**src/rtl/hazard_ctrl_pkg.sv**
```systemverilog
// Shared definitions for the pipeline hazard controller: FSM encoding, forward
// selects, control-word bit positions, the stage-control bundle and the forward rule.
package hazard_ctrl_pkg;

  localparam logic [0:0] ST_RUN   = 1'b0;
  localparam logic [0:0] ST_MWAIT = 1'b1;

  localparam logic [1:0] FWD_REG = 2'b00;
  localparam logic [1:0] FWD_WB  = 2'b01;
  localparam logic [1:0] FWD_MEM = 2'b10;

  // Bit positions inside the decoded control_signal word
  localparam int CS_REGDST   = 0;
  localparam int CS_REGWRITE = 1;
  localparam int CS_ALUSRC   = 2;
  localparam int CS_ALUOP_LO = 4;
  localparam int CS_ALUOP_HI = 5;
  localparam int CS_MEMTOREG = 6;
  localparam int CS_MEMWRITE = 7;
  localparam int CS_MEMREAD  = 8;

  typedef struct packed {
    logic pc_en;
    logic d_en;
    logic ex_en;
    logic mem_en;
    logic d_flush;
    logic ex_flush;
  } stage_ctl_t;

  localparam stage_ctl_t CTL_RUN    = 6'b111100;
  localparam stage_ctl_t CTL_FREEZE = 6'b000000;
  localparam stage_ctl_t CTL_BRANCH = 6'b111111;
  localparam stage_ctl_t CTL_BUBBLE = 6'b001101;

  // Nearest producer wins; $0 is hardwired and never forwarded.
  function automatic logic [1:0] fwd_pick(
    input logic       mem_we,
    input logic [4:0] mem_rd,
    input logic       wb_we,
    input logic [4:0] wb_rd,
    input logic [4:0] src
  );
    if (mem_we && (mem_rd != 5'd0) && (mem_rd == src)) return FWD_MEM;
    if (wb_we && (wb_rd != 5'd0) && (wb_rd == src))    return FWD_WB;
    return FWD_REG;
  endfunction

endpackage

```
**src/rtl/hazard_ctrl_forward.sv**
```systemverilog
// ALU operand forwarding: one selector per Execute source register.
module forward_unit
  import hazard_ctrl_pkg::*;
(
  input  logic [4:0] ex_rs,
  input  logic [4:0] ex_rt,
  input  logic       mem_reg_write,
  input  logic [4:0] mem_write_register,
  input  logic       wb_reg_write,
  input  logic [4:0] wb_write_register,
  output logic [1:0] fwd_a,
  output logic [1:0] fwd_b
);

  localparam int NUM_SRC = 2;

  logic [NUM_SRC-1:0][4:0] src;
  logic [NUM_SRC-1:0][1:0] sel;

  assign src = {ex_rt, ex_rs};

  for (genvar i = 0; i < NUM_SRC; i++) begin : g_src
    assign sel[i] = fwd_pick(mem_reg_write, mem_write_register,
                             wb_reg_write, wb_write_register, src[i]);
  end

  assign fwd_a = sel[0];
  assign fwd_b = sel[1];

endmodule

```
**src/rtl/hazard_ctrl.sv**
```systemverilog
// Pipeline hazard controller: DMEM wait freeze with timeout release, branch flush,
// load-use bubble, operand forwarding and saturating stall/flush statistics.
module hazard_ctrl
  import hazard_ctrl_pkg::*;
#(
  parameter int MEM_TIMEOUT = 16,
  parameter int CNT_W       = 16
)(
  input  logic             SYS_clk,
  input  logic             SYS_reset,
  input  logic [4:0]       D_rs,
  input  logic [4:0]       D_rt,
  input  logic             D_uses_rt,
  input  logic [4:0]       EX_rs,
  input  logic [4:0]       EX_rt,
  input  logic             EX_MemRead,
  input  logic             EX_RegWrite,
  input  logic [4:0]       EX_write_register,
  input  logic             MEM_RegWrite,
  input  logic [4:0]       MEM_write_register,
  input  logic             WB_RegWrite,
  input  logic [4:0]       WB_write_register,
  input  logic             EX_branch_taken,
  input  logic             MEM_req,
  input  logic             MEM_ready,
  output logic             PC_en,
  output logic             D_en,
  output logic             EX_en,
  output logic             MEM_en,
  output logic             D_flush,
  output logic             EX_flush,
  output logic [1:0]       fwd_a,
  output logic [1:0]       fwd_b,
  output logic [CNT_W-1:0] stall_cnt,
  output logic [CNT_W-1:0] flush_cnt,
  output logic             timeout_err
);

  localparam int WAIT_W = $clog2(MEM_TIMEOUT + 1);

  logic [0:0]        state;
  logic [WAIT_W-1:0] wait_cnt;
  logic [WAIT_W-1:0] wait_inc;
  logic              force_rel;
  logic              freeze;
  logic              load_use;
  logic              branch_flush;
  logic              unused_ex_regwrite;
  stage_ctl_t        ctl;
  logic [1:0]        fwd_a_raw;
  logic [1:0]        fwd_b_raw;

  // Execute-stage RegWrite does not affect any hazard decision here.
  assign unused_ex_regwrite = EX_RegWrite;

  assign freeze   = MEM_req & ~MEM_ready & ~force_rel;
  assign load_use = EX_MemRead & (EX_write_register != 5'd0) &
                    ((EX_write_register == D_rs) |
                     (D_uses_rt & (EX_write_register == D_rt)));

  // The release cycle after a timeout drives every enable high, so it also
  // overrides a load-use bubble.
  always_comb begin
    ctl = CTL_RUN;
    if (SYS_reset)                    ctl = CTL_RUN;
    else if (freeze)                  ctl = CTL_FREEZE;
    else if (EX_branch_taken)         ctl = CTL_BRANCH;
    else if (load_use && !force_rel)  ctl = CTL_BUBBLE;
  end

  assign branch_flush = ~SYS_reset & ~freeze & EX_branch_taken;
  assign {PC_en, D_en, EX_en, MEM_en, D_flush, EX_flush} = ctl;

  forward_unit u_fwd (
    .ex_rs              (EX_rs),
    .ex_rt              (EX_rt),
    .mem_reg_write      (MEM_RegWrite),
    .mem_write_register (MEM_write_register),
    .wb_reg_write       (WB_RegWrite),
    .wb_write_register  (WB_write_register),
    .fwd_a              (fwd_a_raw),
    .fwd_b              (fwd_b_raw)
  );

  assign fwd_a = SYS_reset ? FWD_REG : fwd_a_raw;
  assign fwd_b = SYS_reset ? FWD_REG : fwd_b_raw;

  // The freeze cycle that enters MWAIT counts as the first wait cycle.
  assign wait_inc = (state == ST_MWAIT) ? wait_cnt + WAIT_W'(1) : WAIT_W'(1);

  always_ff @(negedge SYS_clk) begin
    if (SYS_reset) begin
      state       <= ST_RUN;
      wait_cnt    <= '0;
      force_rel   <= 1'b0;
      timeout_err <= 1'b0;
    end else begin
      force_rel <= 1'b0;
      if (freeze) begin
        if (wait_inc >= WAIT_W'(MEM_TIMEOUT)) begin
          timeout_err <= 1'b1;
          force_rel   <= 1'b1;
          state       <= ST_RUN;
          wait_cnt    <= '0;
        end else begin
          state    <= ST_MWAIT;
          wait_cnt <= wait_inc;
        end
      end else begin
        state    <= ST_RUN;
        wait_cnt <= '0;
      end
    end
  end

  always_ff @(negedge SYS_clk) begin
    if (SYS_reset) begin
      stall_cnt <= '0;
      flush_cnt <= '0;
    end else begin
      if (!PC_en && (stall_cnt != '1))
        stall_cnt <= stall_cnt + CNT_W'(1);
      if (branch_flush && (flush_cnt != '1))
        flush_cnt <= flush_cnt + CNT_W'(1);
    end
  end

endmodule

```
**config.mk**
```make
export PLATFORM = sky130hd
export DESIGN_NAME = hazard_ctrl
export DESIGN_NICKNAME = d
export VERILOG_FILES = /design/src/rtl/hazard_ctrl_pkg.sv /design/src/rtl/hazard_ctrl_forward.sv /design/src/rtl/hazard_ctrl.sv
export SDC_FILE = /design/constraint.sdc
export NUM_CORES = 1
export LEC_CHECK = 0
export ABC_AREA = 0
export CAP_MARGIN = 20
export CORE_ASPECT_RATIO = 0.7
export CORE_MARGIN = 1
export CORE_UTILIZATION = 44
export DETAILED_ROUTE_END_ITERATION = 7
export GPL_TIMING_DRIVEN = 0
export PLACE_DENSITY = 0.8
export SETUP_SLACK_MARGIN = 0.5
export SYNTH_ARGS = -nofsm -noshare
export SYNTH_HDL_FRONTEND = slang
export SYNTH_HIERARCHICAL = 1
export SYNTH_SLANG_ARGS = --single-unit
export TNS_END_PERCENT = 30
```
**constraint.sdc**
```tcl
create_clock -name SYS_clk -period 3.5 [get_ports SYS_clk]
set_input_delay 1.05 -clock SYS_clk [delete_from_list [all_inputs] [get_ports SYS_clk]]
set_output_delay 1.05 -clock SYS_clk [all_outputs]
set_load 0.02 [all_outputs]
```
Word level (Yosys, flattened, before mapping)
Cells that the tools add are included.
- bits in latches: 0
- memory bits (read-only): 0
- bits of input ports: 45
- RAM bits: 0
- register bits: 40
- logic and storage cells: 70
- memories: 0
- output and inout port bits: 43
- $lt $le $gt $ge: 1
- shift operators: 0
- divide/modulo/power cells: 0
- bitwise gates (word level): 12
- reduce and logical (&&, ||, !) cells: 17
- $add $sub $neg: 3
- muxes and demuxes: 23
- equal/unequal tests: 8
- multiply operators: 0
- operator list (kind ; count):
    $add 16x1->16 const B ; 2
    $ne 16x16->1 const B ; 2
    $eq 5x5->1 ; 6
    $mux 6 ; 4
    $mux 2 ; 10
    $reduce_bool 5->1 ; 3
    $logic_and 1x1->1 ; 9
    $mux 1 ; 8
    $and 1x1->1 ; 7
    $add 5x1->5 const B ; 1
    $ge 5x5->1 const B ; 1
    $mux 5 ; 1
    $not 1->1 ; 4
    $reduce_or 3->1 ; 1
    $logic_not 1->1 ; 2
    $reduce_and 2->1 ; 1
    $reduce_or 2->1 ; 1
    $or 1x1->1 ; 1

Depth between registers and ports, before layout
- depth in word-level cells: 11
- mapped depth: 11

By module
Netlist, hierarchy kept.
- modules (own cells, without submodules) (module ; cells an instance ; area each (µm²) ; instances):
    hazard_ctrl ; 238 ; 2023.2 ; 1
    forward_unit ; 34 ; 270.3 ; 1

==> out/results.md <==
• **outcome** finished with violations
• **failing checks** negative setup slack
• **number of diodes added for antenna fixing** 0
• **area taken by multi-input logic gates** 1710 µm²
• **number of vias after detailed routing** 3,058
• **# DRC** 0
• **netlist area before placement** 2290 µm²
• **final slew viol count** 0
• **GRT Util Overall** 29.6%
• **Worst setup EP type** flip-flop
• **area fraction in compound gates after synthesis** 13.1%
• **number of placed instances with taps included** 426
• **slew margin rel.** 53.9%
• **number of detailed-route iterations in the first pass** 5
• **parity-gate share of the synthesized area counting xor and xnor cells** 16.8%
• **dominant combinational cell family by area after synthesis** simple AND/OR/NAND/NOR gates
• **RSZ-0062 raised after global routing** yes
• **Async S/R FF share, synth** 0%
• **cell with the most instances on the worst path** sky130_fd_sc_hd__buf_8
• **fraction of the yosys area taken by sequential cells** 34.9%
• **final count of hold timing violations** 0
• **destination of the worst hold path** wait_cnt[0]$_SDFF_NP0_
• **share of the synthesized area in the top cell type** 34.9%
• **Num Clock Sinks** 40
• **Total Routed Length** 10,200 µm
• **drt via density** 6.14
• **CP max stage delay** 520 ps
• **reg-to-reg setup timing slack** 950 ps
• **CTS tree** done
• **DIE AREA** 5510 µm²
• **share of synthesized cell area in and, or, nand and nor gates** 28.0%
• **fraction of synthesized area in multiplexers** 0.873%
• **total length of routed met3 wires** 1010 µm
• **CTS H-Tree Depth** 2
• **Chip Width** 88.3 µm
• **clock latency on the worst-skew pair** 400 ps
• **net count of the mapped netlist** 320
• **routability-driven placement congestion ratio** 0.880
• **core area** 4890 µm²
• **transition time at the pin with the least slew margin** 691 ps
• **cell area power density** 291 nW/µm²
• **number of port buffers** 85
• **Worst Clk Skew** 49.3 ps
• **pre-CTS worst setup slack** -1590 ps
• **flip-flop and latch area** 921 µm²
• **clock root buffer** sky130_fd_sc_hd__clkbuf_8
• **share of post-route cells with drive strength above 1** 44.3%
• **Main synth FF type** sky130_fd_sc_hd__dfxtp_1
• **Critical Path Start Type** input pin
• **Max Root-Sink Buffers** 2
• **final setup violating endpoints** 73
• **number of distinct standard cells referenced by the synthesized netlist** 46
• **most frequent cell after synthesis** sky130_fd_sc_hd__dfxtp_1
• **number of stages on the worst hold path** 1
• **final hold slack** 489 ps
• **mean routed wirelength per cell** 20.5 µm
• **die outline height** 62.4 µm
• **Std-Cell Rows** 21
• **category of the most critical setup path** input pin to flip-flop
• **count of filler cells inserted in the layout** 237
• **clock-pin slew on the worst setup and hold paths** 50 ps
• **Worst EP arrival** 3020 ps
• **length of routed met2 wiring** 4820 µm
• **largest net degree at the start of global routing** 13
• **number of nets with antenna violations after routing** 0
• **R2R cell count** 9
• **post-synthesis sequential element count** 40
• **ordered list of cells on the worst path** buf_8, or4_4, o211ai_1, or3_1, o21ba_4, buf_6, buf_8, buf_8, mux2i_1, nor2_1
• **endpoint of the worst-slack reg-to-reg timing path** stall_cnt[1]$_SDFFE_NP0P_
• **master of the slowest instance on the critical path** sky130_fd_sc_hd__or4_4
• **warning count from the yosys run** 6
• **grt ovf** 0
• **CTS buffer count** 5
• **via count of the first global-routing pass** 2,756
• **Nets** 476
• **leakage dissipation** 0.00178 µW
• **HPWL Detailed** 4870 µm
• **effective utilization at floorplan** 46.9%
• **highest routed layer** met4
• **first-pass GRT wire length** 12,700 µm
• **met1 wire length** 3820 µm
• **largest area contributor in the netlist** sky130_fd_sc_hd__dfxtp_1
• **Final Non-Filler Cells** 498
• **number of antenna violations at the first check in global routing** 0
• **cells taking the most area after synthesis** sky130_fd_sc_hd__dfxtp_1 35%, sky130_fd_sc_hd__xnor2_1 11%, sky130_fd_sc_hd__xor2_1 6.1%
• **critical hold path startpoint** wait_cnt[0]$_SDFF_NP0_
• **count of flip-flops with a built-in enable after synthesis** 0
• **data required time at the worst endpoint** 1980 ps
• **path class of the lowest-slack min-delay path** flip-flop to flip-flop
• **overall power** 1230 µW
• **number of max-capacitance violations reported** 0
• **synthesized instance count** 272
• **most frequent cells after synthesis** 40 x sky130_fd_sc_hd__dfxtp_1, 28 x sky130_fd_sc_hd__xnor2_1, 24 x sky130_fd_sc_hd__nor2_1, 18 x sky130_fd_sc_hd__nand3_1, 17 x sky130_fd_sc_hd__a21oi_1
• **adder-cell share of the synthesized area** 1.64%
• **area overhead of the layout relative to synthesis** 83.4%
• **worst flop-to-flop path startpoint** stall_cnt[4]$_SDFFE_NP0P_
• **mean cell area of the mapped netlist** 8.43 µm²
• **worst-path fanout max** 5
• **Top Ports** 88
• **fin worst setup slack** -1050 ps
• **maximum vdd ir drop** 206 µV
• **Detailed Route Iter0 Violations** 315
==> state kept, by name, summed over array words and instances, names as in the netlist <==
| register | cells |
|---|---|
| flush_cnt | 16 |
| stall_cnt | 16 |
| wait_cnt | 5 |
| force_rel | 1 |
| state | 1 |
| timeout_err | 1 |
==> kinds of logic after synthesis <==
family                   count (synthesis)
AND/OR/NAND/NOR                        116
AO/OA/AOI/OAI                           48
XOR/XNOR                                44
flip-flops                              40
buffers and inverters                   18
adder cells (fa/ha/maj)                  3
multiplexers                             2
other                                    1
==> layer usage <==
metal | GRT usage, % | up-vias
met2 | 46.8 | 279
met4 | 11.9 | 0
met5 | 0 | -
met1 | 37.4 | 1403
li1 | - | 1296
met3 | 8.85 | 80
==> critical path, delay by kind of cell <==
family                 cells  cell delay (ps)
AOI/OAI and AO/OA          2              420
muxes                      1              230
and+or+nand+nor            3              810
buffers and inverters      4              500
==> layout make-up <==
type                            count  share of cell area [%]
Buffer                             10                    2.41
Clock buffer                        5                    1.64
Inverter                            7                   0.744
Clock inverter                     43                    3.96
Tap cell                           69                    2.05
Sequential cell                    40                    21.9
Timing Repair Buffer              110                    26.7
Multi-Input combinational cell    214                    40.6
==> worst max-delay path by stage <==
stage                          from                         to  slack, ps  depth (start not counted)
2_1_floorplan  EX_write_register[1]  stall_cnt[1]$_SDFFE_NP0P_       -880                          9
3_3_place_gp   EX_write_register[1]  stall_cnt[1]$_SDFFE_NP0P_      -1520                         10
3_5_place_dp   EX_write_register[1]  stall_cnt[1]$_SDFFE_NP0P_      -1590                         10
4_1_cts        force_rel$_SDFF_NP0_                      PC_en       -940                          6
5_1_grt                     D_rt[2]  stall_cnt[6]$_SDFFE_NP0P_      -1070                         10
6_report       EX_write_register[4]  stall_cnt[1]$_SDFFE_NP0P_      -1050                         10
==> stage by stage <==
step,util (%),TNS [ps],cell area [µm²]
6_report,86.0,-35220,4210
5_1_grt,86.0,-37860,4210
4_1_cts,79.9,-29130,3910
3_5_place_dp,68.1,-63150,3330
3_3_place_gp,68.1,-61450,3330
2_1_floorplan,-,-24670,2390
==> repair_timing <==
action                                  CTS  global route
buffers inserted                         13             8
endpoints found under the hold margin     0             0
hold buffers                              0             0
pin swaps                                41            28
endpoints found under the setup margin   82            82
gates resized for setup                 424            66
gates cloned                              3             1
==> power breakdown <==
group	internal (µW)	leakage, µW	switching (µW)
clock network	199	0.000254	368
logic	111	0.00117	102
registers	439	0.000350	5.51
==> layout by cell type, fill, tap and decap left out, types with 6 or more instances in the layout <==
cell / n
sky130_fd_sc_hd__a21oi_2: 6
sky130_fd_sc_hd__inv_1: 45
sky130_fd_sc_hd__nor2_1: 20
sky130_fd_sc_hd__buf_2: 9
sky130_fd_sc_hd__xor2_1: 15
sky130_fd_sc_hd__nand3_1: 18
sky130_fd_sc_hd__dlygate4sd2_1: 17
sky130_fd_sc_hd__a21oi_1: 11
sky130_fd_sc_hd__or3_1: 11
sky130_fd_sc_hd__nor4_2: 6
sky130_fd_sc_hd__dfxtp_1: 6
sky130_fd_sc_hd__nand2_1: 14
sky130_fd_sc_hd__buf_6: 60
sky130_fd_sc_hd__buf_4: 14
sky130_fd_sc_hd__dfxtp_4: 31
sky130_fd_sc_hd__xnor2_1: 26
sky130_fd_sc_hd__nand4_1: 7
sky130_fd_sc_hd__clkdlybuf4s50_1: 7
(Power assumes the default switching activity.)
